===== config.mk =====
export PLATFORM = sky130hd
export DESIGN_NAME = mem_copy_master
export DESIGN_NICKNAME = d
export VERILOG_FILES = /design/src/rtl/mem_copy_master.sv
export SDC_FILE = /design/constraint.sdc
export NUM_CORES = 1
export LEC_CHECK = 0
export BUFFER_PORTS_ARGS = -buffer_cell sky130_fd_sc_hd__buf_4
export CORE_MARGIN = 3
export CORE_UTILIZATION = 50
export CTS_CLUSTER_SIZE = 12
export DETAILED_ROUTE_END_ITERATION = 10
export PLACE_DENSITY = 0.86
export SLEW_MARGIN = 15
export SYNTH_ARGS = -nofsm -noshare
export SYNTH_HDL_FRONTEND = slang
export SYNTH_SLANG_ARGS = --single-unit

===== constraint.sdc =====
create_clock -name clk -period 7.3 [get_ports clk]
set_input_delay 0.365 -clock clk [delete_from_list [all_inputs] [get_ports clk]]
set_output_delay 0.365 -clock clk [all_outputs]
set_load 0.01 [all_outputs]

===== src/rtl/mem_copy_master.sv =====
`default_nettype none
// +--------------------------------------------------------------------------+
// | Module      : mem_copy_master                                            |
// | Description : Bus-initiator engine that fills or copies word blocks on   |
// |               the native select/ready SRAM interface.                    |
// | Revision    : 1.0 - initial release                                      |
// +--------------------------------------------------------------------------+
module mem_copy_master #(
    parameter int ADDRWIDTH = 32,
    parameter int LENWIDTH  = 12,
    parameter int TIMEOUT   = 256
) (
    input  logic                 clk,
    input  logic                 reset,
    input  logic                 start,
    input  logic                 mode,
    input  logic [ADDRWIDTH-1:0] src_addr,
    input  logic [ADDRWIDTH-1:0] dst_addr,
    input  logic [LENWIDTH-1:0]  length,
    input  logic [31:0]          pattern,
    output logic                 busy,
    output logic                 done,
    output logic                 error,
    output logic [LENWIDTH-1:0]  words_done,
    output logic                 mem_select,
    output logic [3:0]           mem_wstrb,
    output logic [ADDRWIDTH-1:0] mem_addr,
    output logic [31:0]          mem_wdata,
    input  logic                 mem_ready,
    input  logic [31:0]          mem_rdata
);

    localparam int                   c_TW    = (TIMEOUT > 1) ? $clog2(TIMEOUT + 1) : 1;
    localparam bit                   c_TO_EN = (TIMEOUT > 0);
    localparam logic [c_TW-1:0]      c_TLAST = (TIMEOUT > 0) ? c_TW'(TIMEOUT - 1) : '0;
    localparam logic [ADDRWIDTH-1:0] c_WORD  = ADDRWIDTH'(4);

    localparam logic [2:0] c_S_IDLE  = 3'd0;
    localparam logic [2:0] c_S_READ  = 3'd1;
    localparam logic [2:0] c_S_RGAP  = 3'd2;
    localparam logic [2:0] c_S_WRITE = 3'd3;
    localparam logic [2:0] c_S_WGAP  = 3'd4;
    localparam logic [2:0] c_S_DONE  = 3'd5;

    logic [2:0]           r_state,      w_state;
    logic                 r_busy,       w_busy;
    logic                 r_done,       w_done;
    logic                 r_error,      w_error;
    logic [LENWIDTH-1:0]  r_words_done, w_words_done;
    logic                 r_select,     w_select;
    logic [3:0]           r_wstrb,      w_wstrb;
    logic [ADDRWIDTH-1:0] r_addr,       w_addr;
    logic [31:0]          r_wdata,      w_wdata;
    logic                 r_mode,       w_mode;
    logic [LENWIDTH-1:0]  r_len,        w_len;
    logic [31:0]          r_pattern,    w_pattern;
    logic [ADDRWIDTH-1:0] r_src,        w_src;
    logic [ADDRWIDTH-1:0] r_dst,        w_dst;
    logic [c_TW-1:0]      r_tcnt,       w_tcnt;

    logic [ADDRWIDTH-1:0] w_src_al;
    logic [ADDRWIDTH-1:0] w_dst_al;

    assign w_src_al = {src_addr[ADDRWIDTH-1:2], 2'b00};
    assign w_dst_al = {dst_addr[ADDRWIDTH-1:2], 2'b00};

    always_ff @(posedge clk or posedge reset) begin
        if (reset) begin
            r_state      <= c_S_IDLE;
            r_busy       <= 1'b0;
            r_done       <= 1'b0;
            r_error      <= 1'b0;
            r_words_done <= '0;
            r_select     <= 1'b0;
            r_wstrb      <= 4'h0;
            r_addr       <= '0;
            r_wdata      <= '0;
            r_mode       <= 1'b0;
            r_len        <= '0;
            r_pattern    <= '0;
            r_src        <= '0;
            r_dst        <= '0;
            r_tcnt       <= '0;
        end else begin
            r_state      <= w_state;
            r_busy       <= w_busy;
            r_done       <= w_done;
            r_error      <= w_error;
            r_words_done <= w_words_done;
            r_select     <= w_select;
            r_wstrb      <= w_wstrb;
            r_addr       <= w_addr;
            r_wdata      <= w_wdata;
            r_mode       <= w_mode;
            r_len        <= w_len;
            r_pattern    <= w_pattern;
            r_src        <= w_src;
            r_dst        <= w_dst;
            r_tcnt       <= w_tcnt;
        end
    end

    // Next-state and next-output logic; every output is registered from these.
    always_comb begin
        w_state      = r_state;
        w_error      = r_error;
        w_words_done = r_words_done;
        w_select     = r_select;
        w_wstrb      = r_wstrb;
        w_addr       = r_addr;
        w_wdata      = r_wdata;
        w_mode       = r_mode;
        w_len        = r_len;
        w_pattern    = r_pattern;
        w_src        = r_src;
        w_dst        = r_dst;
        w_tcnt       = r_tcnt;

        case (r_state)
            c_S_IDLE: begin
                if (start) begin
                    w_error      = 1'b0;
                    w_words_done = '0;
                    w_mode       = mode;
                    w_len        = length;
                    w_pattern    = pattern;
                    w_src        = w_src_al;
                    w_dst        = w_dst_al;
                    w_tcnt       = '0;
                    if (length == '0) begin
                        w_state = c_S_DONE;
                    end else if (mode) begin
                        w_state  = c_S_READ;
                        w_select = 1'b1;
                        w_wstrb  = 4'h0;
                        w_addr   = w_src_al;
                    end else begin
                        w_state  = c_S_WRITE;
                        w_select = 1'b1;
                        w_wstrb  = 4'hF;
                        w_addr   = w_dst_al;
                        w_wdata  = pattern;
                    end
                end
            end
            c_S_READ, c_S_WRITE: begin
                if (mem_ready) begin
                    w_select = 1'b0;
                    if (r_state == c_S_READ) begin
                        w_wdata = mem_rdata;
                        w_state = c_S_RGAP;
                    end else begin
                        w_words_done = r_words_done + 1'b1;
                        w_src        = r_src + c_WORD;
                        w_dst        = r_dst + c_WORD;
                        w_state      = c_S_WGAP;
                    end
                end else if (c_TO_EN && (r_tcnt == c_TLAST)) begin
                    w_select = 1'b0;
                    w_error  = 1'b1;
                    w_state  = c_S_DONE;
                end else begin
                    w_tcnt = r_tcnt + 1'b1;
                end
            end
            c_S_RGAP: begin
                w_state  = c_S_WRITE;
                w_select = 1'b1;
                w_wstrb  = 4'hF;
                w_addr   = r_dst;
                w_tcnt   = '0;
            end
            c_S_WGAP: begin
                w_tcnt = '0;
                if (r_words_done == r_len) begin
                    w_state = c_S_DONE;
                end else if (r_mode) begin
                    w_state  = c_S_READ;
                    w_select = 1'b1;
                    w_wstrb  = 4'h0;
                    w_addr   = r_src;
                end else begin
                    w_state  = c_S_WRITE;
                    w_select = 1'b1;
                    w_wstrb  = 4'hF;
                    w_addr   = r_dst;
                    w_wdata  = r_pattern;
                end
            end
            c_S_DONE: begin
                w_state = c_S_IDLE;
            end
            default: begin
                w_state  = c_S_IDLE;
                w_select = 1'b0;
            end
        endcase

        w_done = (w_state == c_S_DONE);
        w_busy = (w_state == c_S_READ) || (w_state == c_S_RGAP) ||
                 (w_state == c_S_WRITE) || (w_state == c_S_WGAP);
    end

    assign busy       = r_busy;
    assign done       = r_done;
    assign error      = r_error;
    assign words_done = r_words_done;
    assign mem_select = r_select;
    assign mem_wstrb  = r_wstrb;
    assign mem_addr   = r_addr;
    assign mem_wdata  = r_wdata;

endmodule
`default_nettype wire


==> reports/metrics.cfg, run 1 <==
[timing]
relSlewSlack = 0.207
hold_viol = 0
period_share = 0.472
setup_viol = 0
min_period_ns = 3.45
maxSlewViolCount = 0
worst_clock_skew_ns = 0.0135
setup_ws_ns = 3.85
max_freq_mhz = 290
setup_tns_ns = 0
worstMarginPinSlew_ns = 1.19
rsz0062_at_grt = no

[global_route]
grt-ovfl-total = 0
grt_pass1_vias = 10200
grt_first_pass_wirelength_mm = 52.1
grt_max_degree = 123
antenna_found_initial = 2
grt_use_total = 0.269

[placement]
port-buffer-count = 224
place_ws_ns = 3.96
dp_cells = 1651
gp_congestion = 0.867
place_hpwl_mm = 21.6

[hold_path]
hold_class = in -> async

[floorplan]
dieArea_um2 = 23500
start_util = 0.513
placementRows = 53
fp.dieH_um = 153
top_level_ports = 229
core_area_um2 = 21200
die_w_um = 153

[yosys]
synth-main-ff-cell = dfrtp_1
synthCells = 1235
synth_fa_ha_area_frac = 0.00576
synth_common_cells = 197 x dfrtp_1, 192 x nand2_1, 126 x nor2_1, 100 x a21oi_1
synth_compound_area_frac = 0.204
yosysUniqueCellTypes = 73
synth_nets = 1385
synth-seq-cells = 197
yosys.area.top_type = dfrtp_1
synth_xor_area_frac = 0.0153
ys_top_cells_by_area = dfrtp_1 45%, nand2_1 6.6%, mux2i_1 5.9%, a21oi_1 4.6%, nor2_1 4.4%
yosys.area_share.simple = 0.208
synth_mux_area_frac = 0.0611
synth_edf_count = 0
async_reset_ff_frac = 1.00
synth_top_area_frac = 0.454
synth_top_family_by_area = simple AND/OR/NAND/NOR gates
syn_area_per_cell_um2 = 8.79
syn-cell-area_um2 = 10900
synth-seq-area-share = 0.454
synth_most_common_cell = dfrtp_1
ys.warnings.count = 0

[power]
p_leak_nw = 6.24
ir_drop_mv = 0.252
p_total_w = 0.00558
p_per_area_nw_per_um2 = 422

[clock_network]
cts_hold_buffers = 0
cts_resized = 0
cts_root_buffer = clkbuf_16
clkLatencyLatePin_ns = 0.44
postCtsSetupBuffers = 0
cts-buffers-inserted = 17
cts.htree.levels = 4
cts_tree = yes
clkSinkCount = 197
cts_buffer_depth = 2
clkTransAtPathRegs_ns = 0.08

[setup_path]
cp_data_arrival_time_ns = 3.78
required_ns = 7.63
crit_slowest_cell = nor2b_4
crit_path_max_fanout = 69
end_kind = flop
max_stage_delay_ns = 0.99
criticalPathCategory = reg -> reg
critPathLaunchType = flop
path_cells = nor2b_4 -> buf_4 -> nand3_2 -> or4_1 -> o211a_1

[routing]
ant_nets = 0
vias = 10500
wl_per_cell_um = 19.5
routed_wl_mm = 32.8
drtIter0Drc = 1056
drtPass1Iterations = 5
route.detailed.drc = 0
via_per_inst = 6.25

[cells_and_area]
fin_nets = 1545
fin_cells = 1684
area_growth_pct = 21.9
drive_gt1_frac = 0.208

[run]
max_cap_violations = 0

[outcome]
outcome = finished, final reports clean

-- final timing paths --
check	startpoint	to	slack (ns)	depth (start not counted)
max in group asynchronous	reset	r_dst[4]	5.66	3
max reg2reg	r_state[0]	r_src[21]	3.85	5
max	r_state[0]	r_src[21]	3.85	5
min	reset	mem_addr[24]	0.1	2
min reg2reg	r_tcnt[8]	r_tcnt[8]	0.48	2
min in group clk	length[8]	r_len[8]	0.11	3
-- cell families (layout without fill, tap and decap cells) --
kind of cell	Yosys count	after routing
and+or+nand+nor	480	480
AOI/OAI and AO/OA	331	331
DFF	197	197
buffers and inverters	137	310
muxes	66	66
xor gates and xnor gates	19	19
adders and majority gates	5	5
other	0	1
-- where the power goes --
group	internal [W]	switching (W)	total (W)
clock network	0.000466	0.000494	0.000960
logic	0.00107	0.00149	0.00257
registers	0.00158	0.000474	0.00206
total	0.00312	0.00246	0.00558
-- registers in the layout, summed over array words and instances, names as in the netlist, 3 cells and up --
register,count
r_state,3
mem_addr,31
r_src,30
r_tcnt,9
words_done,12
r_dst,30
r_pattern,32
mem_wdata,32
r_len,12
-- stage by stage --
stage | instance area, um^2 | utilization | hold slack [ns]
after global placement | 12600 | 0.597 | 0.459
after floorplan | 10900 | - | 0.447
after CTS | 13200 | 0.626 | 0.106
after detailed placement | 12600 | 0.597 | 0.463
after global routing | 13200 | 0.626 | 0.120
final | 13200 | 0.626 | 0.0991
-- cell type report --
cell class / count / area [um^2]
Inverter: 39 / 154
Clock inverter: 15 / 183
Multi-Input combinational cell: 901 / 5410
Tap cell: 275 / 344
Clock buffer: 17 / 425
Timing Repair Buffer: 239 / 1790
Sequential cell: 197 / 4930
Fill cell: 1795 / 7910
Antenna cell: 1 / 2.50
-- cells in the final DEF, fill, tap and decap left out, types with 3 or more instances in the layout --
cell type	count
a21o_1	3
inv_1	38
nor3_1	21
clkbuf_16	17
ha_1	5
nand4_1	24
o31ai_1	3
a32oi_1	3
a31oi_1	8
or4_1	4
a311oi_1	4
mux2i_1	64
and2_1	8
inv_6	4
a2bb2oi_1	4
nor4_1	7
or3_1	8
o21ai_1	3
clkinv_8	6
o22ai_1	14
a211oi_1	7
a21oi_1	99
and4_1	10
and3_1	21
buf_4	239
o2bb2ai_1	3
inv_8	4
o21ai_0	49
dfrtp_1	197
a22oi_1	34
nand2b_1	3
nand2_1	192
nor2b_1	3
nor2_1	123
xor2_1	17
nand3_1	34
a221oi_1	30
o22a_1	11
a22o_1	33
-- critical path, delay by kind of cell (launching register included) --
kind                   cells  cell delay [ns]
buffers and inverters      1             0.68
DFF                        1             0.80
AOI/OAI and AO/OA          1             0.14
and+or+nand+nor            3             1.70
-- routing by layer --
| layer | GRT usage | share of wire |
|---|---|---|
| met2 | 0.436 | 0.48 |
| met3 | 0.0470 | 0.084 |
| met4 | 0.127 | 0.043 |
| met1 | 0.354 | 0.39 |
| met5 | 0 | 0.00052 |
Note: power is estimated with default switching activity, not from simulation.
==> run 2: changes to the inputs <==
--- a/config.mk
+++ b/config.mk
@@ -10,7 +10,7 @@
 export CORE_UTILIZATION = 50
 export CTS_CLUSTER_SIZE = 12
 export DETAILED_ROUTE_END_ITERATION = 10
-export PLACE_DENSITY = 0.86
+export PLACE_DENSITY = 0.89
 export SLEW_MARGIN = 15
 export SYNTH_ARGS = -nofsm -noshare
 export SYNTH_HDL_FRONTEND = slang
==> constraint.sdc (replaced) <==
create_clock -name clk -period 3.1 [get_ports clk]
set_input_delay 0.155 -clock clk [delete_from_list [all_inputs] [get_ports clk]]
set_output_delay 0.155 -clock clk [all_outputs]
set_load 0.01 [all_outputs]
==> run 2 against run 1 <==
Net effect:
- flip-flop and latch count unchanged
- clock skew decreased by 0.0041 ns
- final area rose by 5.1%
- critical path type unchanged
- critical endpoint is now r_tcnt[7]
- largest cell class unchanged
- largest power group unchanged
==> reports/metrics.cfg, run 2 (same netlist as run 1, synthesis figures left out) <==
[routing]
drtPass1Iterations = 6  ; +1
route.detailed.drc = 0  ; unchanged
vias = 11000  ; +4.3%
via_per_inst = 6.26  ; +0.16%
drtIter0Drc = 1416  ; +34%
wl_per_cell_um = 19.9  ; +2.4%
ant_nets = 0  ; unchanged
routed_wl_mm = 34.9  ; +6.6%

[clock_network]
cts_root_buffer = clkbuf_16
clkLatencyLatePin_ns = 0.44  ; about the same
clkSinkCount = 197  ; unchanged
cts.htree.levels = 4  ; unchanged
clkTransAtPathRegs_ns = 0.08  ; about the same
cts-buffers-inserted = 17  ; unchanged
cts_buffer_depth = 2  ; unchanged
cts_tree = yes

[global_route]
use_met2 = 0.456  ; +0.0204
grt_util_met1 = 0.370  ; +0.0161
grt-ovfl-total = 0  ; unchanged
antenna_found_initial = 0  ; -2
grt_max_degree = 97  ; -21%
grt_use_met3 = 0.0578  ; +0.0108
grt_use_total = 0.287  ; +0.0179
grt_pass1_vias = 10700  ; +4.5%
grt_first_pass_wirelength_mm = 55.4  ; +6.3%
top_usage_layer = met2

[cells_and_area]
area_growth_pct = 28.2
antennaDiodeCount = 0  ; -1
drive_gt1_frac = 0.211  ; +0.00300
fin_nets = 1615  ; +4.5%
layout_commonest_cell = buf_4
fin_cells = 1753  ; +4.1%
most-common-layout-cells = 253 x buf_4, 197 x dfrtp_1, 192 x nand2_1, 123 x nor2_1, 99 x a21oi_1

[placement]
dp_cells = 1670  ; +1.2%
place_hpwl_mm = 23.0  ; +6.7%
place_ws_ns = 0.507  ; -3.45 ns
port-buffer-count = 224  ; unchanged
gp_congestion = 0.928  ; +7.0%

[floorplan]
core_area_um2 = 21200  ; unchanged
die_w_um = 153  ; unchanged
placementRows = 53  ; unchanged
start_util = 0.513  ; unchanged
top_level_ports = 229  ; unchanged
fp.dieH_um = 153  ; unchanged
dieArea_um2 = 23500  ; unchanged

[run]
max_cap_violations = 0  ; unchanged

[setup_path]
crit_path_max_fanout = 6  ; -91%
critPathLaunchType = flop
end_kind = flop
required_ns = 3.42  ; -4.21 ns
cp_data_arrival_time_ns = 3.02  ; -0.76 ns
criticalPathCategory = reg -> reg

[timing]
setup_tns_ns = 0  ; unchanged
worst_clock_skew_ns = 0.00942  ; -0.00406 ns
max_freq_mhz = 370  ; +28%
relSlewSlack = 0.468  ; +0.261
min_period_ns = 2.70  ; -0.745 ns
rsz0062_at_grt = no
maxSlewViolCount = 0  ; unchanged
setup_ws_ns = 0.399  ; -3.46 ns
period_share = 0.871  ; +0.399
holdWs_ns = 0.00313  ; -0.0959 ns
worstMarginPinSlew_ns = 0.792  ; -0.395 ns
hold_viol = 0  ; unchanged
setup_viol = 0  ; unchanged

[outcome]
outcome = finished, final reports clean

[power]
ir_drop_mv = 0.460  ; +82%
p_total_w = 0.0135  ; +140%
p_leak_nw = 6.55  ; +4.9%
p_per_area_nw_per_um2 = 966  ; +130%

[hold_path]
hold_class = in -> reg

## run 2: cell types whose count changed in the layout (fill, tap and decap cells not counted), moves of 2 or more
| cell | before | now |
|---|---|---|
| dlygate4sd3_1 | 0 | 51 |
| buf_4 | 239 | 253 |
| buf_12 | 0 | 5 |
| clkinv_8 | 6 | 2 |
| clkinv_2 | 0 | 2 |
| clkinvlp_4 | 1 | 3 |
## run 2: cell type report
class	instances	area [um^2]
Fill cell	1583	7230
Multi-Input combinational cell	901	5420
Sequential cell	197	4930
Timing Repair Buffer	309	2510
Clock buffer	17	425
Tap cell	275	344
Inverter	39	150
Clock inverter	15	144
## run 2: power breakdown
part	internal (W)	switching (W)	leakage, nW
Combinational	0.00273	0.00370	3.92
Sequential	0.00373	0.00111	2.35
Clock	0.00107	0.00110	0.276
## run 2: metal layers
layer	up-vias	share of wire	wire, um
met2	644	0.47	16600
met1	5283	0.39	13600
met3	130	0.089	3120
met4	0	0.048	1660
li1	4910	-	-
met5	-	0	0
## run 2: stage by stage
step	area, um^2	util
floorplan	10900	-
CTS	13900	0.658
global route	13900	0.658
finish	13900	0.658
global placement	12800	0.607
detailed placement	12800	0.607
## run 2: what timing repair did
item / CTS / global route
endpoints found under the hold margin: 79 / 0
hold buffers: 51 / 0
resized for setup: 0 / 0
buffers inserted: 0 / 0
## run 2: final timing paths
| check | slack, ns | startpoint | cells past startpoint | to |
|---|---|---|---|---|
| worst max-delay path | 0.40 | r_tcnt[0] | 10 | r_tcnt[7] |
| worst min-delay path | 0.003 | dst_addr[28] | 3 | r_dst[28] |
| worst max register to register | 0.40 | r_tcnt[0] | 10 | r_tcnt[7] |
| worst min register to register | 0.48 | r_pattern[17] | 2 | r_pattern[17] |
| max in group asynchronous | 1.90 | reset | 4 | r_src[6] |
| min in group asynchronous | 0.30 | reset | 3 | mem_addr[27] |
## run 2: critical path: stages, from the launching register on
cell	delay, ns
dfrtp_1	0.41
ha_1	0.26
nand2_1	0.09
nor2_1	0.06
and3_1	0.19
ha_1	0.22
or3_1	0.38
a221o_1	0.39
nor4_2	0.36
xnor2_1	0.18
nor2_1	0.06
